$ cat src/rtl/full_adder_pkg.sv
// Shared arithmetic definitions for the NTT datapath: default operand width
// and single-bit full-adder equations usable by RTL and reference models.
package ntt_arith_pkg;

    localparam int FA_WIDTH_DEFAULT = 1;

    function automatic logic fa_sum(input logic a, input logic b, input logic c);
        return a ^ b ^ c;
    endfunction

    function automatic logic fa_carry(input logic a, input logic b, input logic c);
        return (a & b) | (a & c) | (b & c);
    endfunction

endpackage

$ cat src/rtl/full_adder_if.sv
// Operand/result bundle for the registered full adder; master drives operands
// and observes results, slave is the adder itself.
interface full_adder_if #(
    parameter int WIDTH = 1
) ();

    logic             in_valid;
    logic [WIDTH-1:0] a;
    logic [WIDTH-1:0] b;
    logic             cin;
    logic             out_valid;
    logic [WIDTH-1:0] sum;
    logic             cout;

    modport master (
        output in_valid, a, b, cin,
        input  out_valid, sum, cout
    );

    modport slave (
        input  in_valid, a, b, cin,
        output out_valid, sum, cout
    );

endinterface

$ cat src/rtl/full_adder_cell.sv
// Purely combinational 1-bit full-adder cell; one link of the ripple chain.
module full_adder_cell
    import ntt_arith_pkg::*;
(
    input  logic a_i,
    input  logic b_i,
    input  logic c_i,
    output logic s_o,
    output logic c_o
);

    assign s_o = fa_sum(a_i, b_i, c_i);
    assign c_o = fa_carry(a_i, b_i, c_i);

endmodule

$ cat src/rtl/full_adder.sv
// Registered WIDTH-bit ripple-carry adder: {cout, sum} = a + b + cin, one cycle
// latency, one operation per cycle; outputs hold when no new operands arrive.
module full_adder
    import ntt_arith_pkg::*;
#(
    parameter int WIDTH = FA_WIDTH_DEFAULT
) (
    input  logic          clk,
    input  logic          rst,
    full_adder_if.slave   bus
);

    logic [WIDTH:0]   carry;
    logic [WIDTH-1:0] sum_comb;

    logic [WIDTH-1:0] sum_q,  sum_d;
    logic             cout_q, cout_d;
    logic             vld_q,  vld_d;

    assign carry[0] = bus.cin;

    for (genvar i = 0; i < WIDTH; i++) begin : g_chain
        full_adder_cell u_cell (
            .a_i (bus.a[i]),
            .b_i (bus.b[i]),
            .c_i (carry[i]),
            .s_o (sum_comb[i]),
            .c_o (carry[i+1])
        );
    end

    always_comb begin
        vld_d  = bus.in_valid;
        sum_d  = sum_q;
        cout_d = cout_q;
        if (bus.in_valid) begin
            sum_d  = sum_comb;
            cout_d = carry[WIDTH];
        end
    end

    // Reset wins over a same-cycle operand, discarding it.
    always_ff @(posedge clk) begin
        if (rst) begin
            sum_q  <= '0;
            cout_q <= 1'b0;
            vld_q  <= 1'b0;
        end else begin
            sum_q  <= sum_d;
            cout_q <= cout_d;
            vld_q  <= vld_d;
        end
    end

    assign bus.sum       = sum_q;
    assign bus.cout      = cout_q;
    assign bus.out_valid = vld_q;

endmodule

$ cat src/flat_wrapper.sv
// flat-port wrapper written by rule: the top's interface ports become plain ports
module full_adder_flat import ntt_arith_pkg::*;
#(
    parameter int WIDTH = FA_WIDTH_DEFAULT
)
  (clk, rst, bus_in_valid, bus_a, bus_b, bus_cin, bus_out_valid, bus_sum, bus_cout);
  full_adder_if #(.WIDTH(WIDTH)) bus_i ();
  input  logic clk;
  input  logic rst;
  input wire logic [$bits(bus_i.in_valid)-1:0] bus_in_valid;
  input wire logic [$bits(bus_i.a)-1:0] bus_a;
  input wire logic [$bits(bus_i.b)-1:0] bus_b;
  input wire logic [$bits(bus_i.cin)-1:0] bus_cin;
  output wire logic [$bits(bus_i.out_valid)-1:0] bus_out_valid;
  output wire logic [$bits(bus_i.sum)-1:0] bus_sum;
  output wire logic [$bits(bus_i.cout)-1:0] bus_cout;
  assign bus_i.in_valid = bus_in_valid;
  assign bus_i.a = bus_a;
  assign bus_i.b = bus_b;
  assign bus_i.cin = bus_cin;
  assign bus_out_valid = bus_i.out_valid;
  assign bus_sum = bus_i.sum;
  assign bus_cout = bus_i.cout;
  full_adder #(.WIDTH(WIDTH)) u_core (.clk(clk), .rst(rst), .bus(bus_i));
endmodule
$ cat config.mk
export PLATFORM = sky130hd
export DESIGN_NAME = full_adder_flat
export DESIGN_NICKNAME = d
export VERILOG_FILES = /design/src/rtl/full_adder_pkg.sv /design/src/rtl/full_adder_if.sv /design/src/rtl/full_adder_cell.sv /design/src/rtl/full_adder.sv /design/src/flat_wrapper.sv
export SDC_FILE = /design/constraint.sdc
export NUM_CORES = 1
export LEC_CHECK = 0
export CAP_MARGIN = 10
export CELL_PAD_IN_SITES_DETAIL_PLACEMENT = 1
export CELL_PAD_IN_SITES_GLOBAL_PLACEMENT = 2
export CORE_AREA = 2 2 39 41
export CTS_CLUSTER_DIAMETER = 60
export DETAILED_ROUTE_END_ITERATION = 6
export DIE_AREA = 0 0 41 43
export PLACE_DENSITY = 0.44
export SYNTH_ARGS = -nofsm -noshare
export SYNTH_HDL_FRONTEND = slang
export SYNTH_HIERARCHICAL = 1
export SYNTH_SLANG_ARGS = --single-unit
$ cat constraint.sdc
create_clock -name clk -period 2.7 [get_ports clk]
set_clock_uncertainty 0.1 [all_clocks]
set_input_delay 0.54 -clock clk [delete_from_list [all_inputs] [get_ports clk]]
set_output_delay 0.54 -clock clk [all_outputs]
set_load 0.02 [all_outputs]
# --- Word level (Yosys, flattened, before mapping) ---
# Cells that the tools add are included.
# W data, S select, Z words.
classes:
  bitwise_logic: 7
op_table:
  columns: ["op", "n"]
  rows:
  - ["$and A1 B1 Y1", 3]
  - ["$or A1 B1 Y1", 2]
  - ["$xor A1 B1 Y1", 2]
totals:
  wordCells: 10
  reg_bits: 3
  input_bits: 6
  output_inout_bits: 3

# --- Logic depth before layout (Yosys ltp) ---
# Gate-level depths: netlist of the first run.
logic_depth:
  word_depth: 3
  depth_mapped: 3
  mapped_depth_nobuf: 3

# --- Hierarchy ---
# Netlist of the first run, hierarchy kept.
by_module_without_submodules:
  columns: ["mod", "area_per_inst_um2", "seq_area_each_um2", "cells_per_inst", "instances"]
  rows:
  - ["full_adder", 93.8, 60.1, 8, 1]
  - ["full_adder_cell", 20.0, 0.0, 1, 1]

# --- Worst setup path after synthesis of the first run ---
# No wires, ideal clock.
synth_timing:
  path_type: "input -> register"
  startpoint: "in bus_a"
  endpoint: "reg u_core.sum_q, in the netlist u_core/bus.sum"
  path_stages: 3
  setup_ns: 0.114
  required_ns: 2.486
  arrival_ns: 1.161
  path_buffers: 0
  path_slack_ns: 1.325
  path_cell_list: "fa_1 mux2i_1 nor2_1"
synth_via:
  elab_chain_cells: 2
synth_rtl:
  columns: ["item", "line", "rtl"]
  rows:
  - ["start, declared", "flat_wrapper.sv:11", "input wire logic [$bits(bus_i.a)-1:0] bus_a;"]
  - ["$xor A1 B1 Y1 (2 in a row)", "full_adder_pkg.sv:8", "return a ^ b ^ c;"]
  - ["end signal, assigned", "full_adder.sv:49", "sum_q <= sum_d;"]
  - ["end, declared", "full_adder.sv:16", "logic [WIDTH-1:0] sum_q, sum_d;"]
# Every way passes these cells.
# A chain may end at the register's enable or synchronous reset.

# --- Worst setup path after layout of the first run ---
layout_timing:
  startpoint: "reg u_core.sum_q, in the netlist u_core/bus.sum"
  endpoint: "out bus_sum"
layout_lines:
  columns: ["item", "line", "rtl"]
  rows:
  - ["end, declared", "flat_wrapper.sv:15", "output wire logic [$bits(bus_i.sum)-1:0] bus_sum;"]
# No word-level cell between the ends.

==> results_dict.tcl, run 1 <==
set metrics [dict create \
    cts_tree "yes" \
    die-width_um 41 \
    powerDensity_nw_per_um2 636 \
    grt_usage 0.0512 \
    first_iter_violations 0 \
    drive_gt1_frac 0.143 \
    syn2layout_area_growth_pct 111 \
    nets 29 \
    gp_congestion 0.524 \
    cts_resized 0 \
    die_h_um 43 \
    clockRootBuffer "clkbuf_4" \
    ant_nets 0 \
    drc 0 \
    critPathMaxStageDelay_ns 0.60 \
    crit_family "buffers and inverters" \
    critPathMaxFanout 2 \
    syn_inst 9 \
    start_kind "flip-flop" \
    ir_drop_uv 126 \
    grt_pass1_wl_um 455 \
    r2r_slack_ns 2.02 \
    yosysWarningCount 6 \
    antennaDiodeCount 0 \
    whs_path_depth 2 \
    outcome "completed" \
    crit_slowest_cell "clkdlybuf4s50_1" \
    setup_violations 0 \
    crit_arrival_ns 1.16 \
    cts_sinks 3 \
    h-tree-depth 1 \
    reg2reg_depth 2 \
    tightestPinTransition_ns 0.212 \
    initial_core_util 0.0823 \
    dieArea_um2 1760 \
    synth-seq-area-share 0.527 \
    netlist.area_leader.share 0.527 \
    syn-cell-area_um2 114 \
    min_period_over_period 0.667 \
    slew_headroom 0.858 \
    path_cells "clkdlybuf4s50_1" \
    required_ns 2.06 \
    dp_slack_ns 0.839 \
    wl_per_cell_um 7.30 \
    coreArea_um2 1380 \
    routed_wl_um 270 \
    rsz0062_at_grt "false" \
    r2r-start "u_core/bus.sum" \
    ys_ff_latch 3 \
    fp-row-count 14 \
    firstDrtPassIters 1 \
    endpoint_kind "primary output" \
    leakage_nw 0.0951 \
    hold_violations 0 \
    clk_latency_ns 0.23 \
    finalMaxSlewViolations 0 \
    fin_crit_ns 1.80 \
    vias_per_cell 2.95 \
    min_path_type "reg2reg" \
    hold_slack_ns 0.392 \
    min_from "u_core/bus.cout" \
    grt_antenna_before_repair 0 \
    critical_path_buf_inv_count 1 \
    gr-total-overflow 0 \
    vias 109 \
    synth_area_leaders "dfxtp_1 53%, fa_1 18%, mux2i_1 18%" \
    yosys.area.top_type "dfxtp_1" \
    path_clk_slew_ns 0.04 \
    numCtsBuffers 3 \
    setup_ws_ns 0.900 \
    port_buffers 8 \
    min_to "u_core/bus.cout" \
    syn_nets 16 \
    postPlaceCellArea_um2 214 \
    crit_type "reg2out" \
    cap_violations 0 \
    cts_hold_buffers 0 \
    grt_max_degree 4 \
    post_cts_buffers 0 \
    clockBufferDepth 2 \
    stdcell_area_um2 240 \
    fmax_mhz 556 \
    reg2reg_to "u_core/bus.sum" \
    fin_setup_tns_ns 0 \
    synthDistinctLibCells 5 \
    syn_area_per_cell_um2 12.7 \
    grt_pass1_vias 108 \
    io-pin-count 9 \
]
## report_power, final
part / switching, W / internal, W / leakage (nW) / total (W)
sequential: 0.00000139 / 0.0000478 / 0.0249 / 0.0000492
clock: 0.0000227 / 0.0000553 / 0.0150 / 0.0000780
combinational: 0.0000102 / 0.0000154 / 0.0553 / 0.0000256
total: 0.0000343 / 0.000119 / 0.0951 / 0.000153
## stage by stage
stage          total power (W)  cells   util
2_1_floorplan        0.0000592      9      -
3_3_place_gp         0.0000757     33  0.155
3_5_place_dp         0.0000759     33  0.155
4_1_cts               0.000159     37  0.174
5_1_grt               0.000166     37  0.174
6_report              0.000153     37  0.174
## flip-flops by register name, summed over array words and instances (netlist names)
signal	flops
u_core/bus.sum	1
u_core/bus.cout	1
u_core/bus.out_valid	1
## layout make-up
cell class | instances | area [um^2]
fill | 165 | 1140
timing repair buffer | 8 | 80.1
sequential | 3 | 60.1
multi-input combinational | 6 | 53.8
clock buffer | 4 | 26.3
tap | 16 | 20.0
## cell usage after synthesis (all sizes together)
cell type / number
mux2i: 2
fa: 1
nor2b: 1
nor2: 2
dfxtp: 3
## worst max-delay path by stage
stage	startpoint	end	slack [ns]	cells past startpoint
2_1_floorplan	bus_a	u_core/bus.sum	1.32	3
3_3_place_gp	bus_a	u_core/bus.sum	0.85	4
3_5_place_dp	bus_a	u_core/bus.sum	0.84	4
4_1_cts	u_core/bus.sum	bus_sum	0.89	1
5_1_grt	u_core/bus.sum	bus_sum	0.86	1
6_report	u_core/bus.sum	bus_sum	0.90	1
## per-layer routing
| metal | vias up | track usage | part of all wire |
|---|---|---|---|
| li1 | 53 | - | - |
| met1 | 47 | 0.0450 | 0.41 |
| met2 | 9 | 0.0406 | 0.36 |
| met3 | 0 | 0.0628 | 0.23 |
| met4 | 0 | 0.0800 | 0 |
| met5 | - | 0 | 0 |
## cells by family (layout without fill, tap and decap cells)
kind of cell,Yosys count,count (layout),share of synthesized area
DFF,3,3,0.527
and+or+nand+nor,3,3,0.121
muxes,2,2,0.176
adders and majority gates,1,1,0.176
buffers and inverters,0,12,0
## worst reg2reg max path: stages (launching register included)
cell	delay [ns]
dfxtp_1	0.30
mux2i_1	0.12
nor2_1	0.05
## cell usage in the layout, fill, tap and decap left out, drive strengths merged
cell type / instances
clkbuf: 4
clkdlybuf4s50: 8
dfxtp: 3
fa: 1
mux2i: 2
nor2: 2
nor2b: 1
(Power assumes the default switching activity.)
==> run 2, diff against run 1 <==
--- a/config.mk
+++ b/config.mk
@@ -12,7 +12,7 @@
 export CTS_CLUSTER_DIAMETER = 60
 export DETAILED_ROUTE_END_ITERATION = 6
 export DIE_AREA = 0 0 41 43
-export PLACE_DENSITY = 0.44
+export PLACE_DENSITY = 0.46
 export SYNTH_ARGS = -nofsm -noshare
 export SYNTH_HDL_FRONTEND = slang
 export SYNTH_HIERARCHICAL = 1
==> constraint.sdc (replaced) <==
create_clock -name clk -period 1.5 [get_ports clk]
set_clock_uncertainty 0.1 [all_clocks]
set_input_delay 0.3 -clock clk [delete_from_list [all_inputs] [get_ports clk]]
set_output_delay 0.3 -clock clk [all_outputs]
set_load 0.02 [all_outputs]
==> results_dict.tcl, run 2 (synthesis gave the netlist of run 1 again) <==
set metrics [dict create \
    outcome "completed" \
    clockBufferDepth 2 \
    start_kind "input pin" \
    powerDensity_nw_per_um2 1150 \
    required_ns 1.52 \
    reg2reg_depth 2 \
    drc 0 \
    r2r-start "u_core/bus.sum" \
    syn2layout_area_growth_pct 108 \
    crit_type "in2reg" \
    clockRootBuffer "clkbuf_4" \
    reg2reg_to "u_core/bus.sum" \
    io-pin-count 9 \
    die_h_um 43 \
    gp_congestion 0.535 \
    fp-row-count 14 \
    grt_usage 0.0472 \
    critPathMaxFanout 1 \
    postPlaceCellArea_um2 214 \
    path_clk_slew_ns 0.04 \
    finalMaxSlewViolations 0 \
    grt_pass1_wl_um 455 \
    min_from "u_core/bus.cout" \
    cap_violations 0 \
    grt_max_degree 4 \
    firstDrtPassIters 1 \
    crit_arrival_ns 1.43 \
    fillers 160 \
    grt_antenna_before_repair 0 \
    numCtsBuffers 3 \
    fin_crit_ns 1.41 \
    cts_tree "yes" \
    ir_drop_uv 173 \
    gr-total-overflow 0 \
    clk_latency_ns 0.23 \
    h-tree-depth 1 \
    endpoint_kind "flip-flop" \
    ant_nets 0 \
    leakage_nw 0.106 \
    min_period_over_period 0.941 \
    vias_per_cell 2.97 \
    dieArea_um2 1760 \
    antennaDiodeCount 0 \
    cts_sinks 3 \
    r2r_slack_ns 0.80 \
    grt_pass1_vias 129 \
    crit_slowest_cell "fa_1" \
    path_cells "clkdlybuf4s50_1 > fa_1 > mux2i_1 > nor2_1" \
    setup_violations 0 \
    post_cts_buffers 0 \
    final_common_cell "clkdlybuf4s50_1" \
    routed_wl_um 278 \
    hold_slack_ns 0.393 \
    setup_ws_ns 0.0888 \
    layout_common_cells "5 x clkdlybuf4s50_1, 3 x clkbuf_4, 3 x dlygate4sd2_1, 3 x dfxtp_1" \
    critPathMaxStageDelay_ns 0.48 \
    rsz0062_at_grt "false" \
    cts_resized 3 \
    drive_gt1_frac 0.143 \
    nets 29 \
    initial_core_util 0.0823 \
    cts_hold_buffers 0 \
    min_path_type "reg2reg" \
    slew_headroom 0.863 \
    whs_path_depth 2 \
    wl_per_cell_um 7.51 \
    dp_slack_ns -0.127 \
    port_buffers 8 \
    first_iter_violations 0 \
    p_total_w 0.000271 \
    coreArea_um2 1380 \
    tightestPinTransition_ns 0.207 \
    hold_violations 0 \
    die-width_um 41 \
    stdcell_area_um2 236 \
    vias 110 \
    fmax_mhz 709 \
    min_to "u_core/bus.cout" \
]
## run 2: worst max path at each step
stage                      to  startpoint
5_1_grt        u_core/bus.sum       bus_a
3_3_place_gp   u_core/bus.sum       bus_a
3_5_place_dp   u_core/bus.sum       bus_a
4_1_cts        u_core/bus.sum       bus_a
2_1_floorplan  u_core/bus.sum       bus_a
6_report       u_core/bus.sum       bus_a
## run 2: report_power, final
part            total, W  internal [W]  switching (W)
clock           0.000140     0.0000996      0.0000403
combinational  0.0000428     0.0000238      0.0000191
sequential     0.0000881     0.0000861     0.00000205
## run 2: worst max-delay path, delay by kind of cell
family	cells	cell delay, ns
buffers and inverters	1	0.43
adders and majority gates	1	0.48
muxes	1	0.16
and+or+nand+nor	1	0.06
## run 2: layer usage
metal | global-route usage | vias up | wire (um)
met3 | 0.0471 | 0 | 55
li1 | - | 53 | -
met4 | 0.0600 | 0 | 0
met5 | 0 | - | 0
met1 | 0.0386 | 48 | 117
met2 | 0.0531 | 9 | 105
## run 2: per-stage QoR
stage | instances | utilization | setup TNS [ns]
finish | 37 | 0.171 | 0
global route | 37 | 0.171 | 0
detailed placement | 33 | 0.155 | -0.203
floorplan | 9 | - | 0
CTS | 37 | 0.171 | 0
global placement | 33 | 0.155 | -0.178
## run 2: cell type report
type                            instances  area [um^2]  area share
Sequential cell                         3         60.1       0.254
Timing Repair Buffer                    8         76.3       0.323
Clock buffer                            4         26.3       0.111
Tap cell                               16         20.0      0.0847
Multi-Input combinational cell          6         53.8       0.228
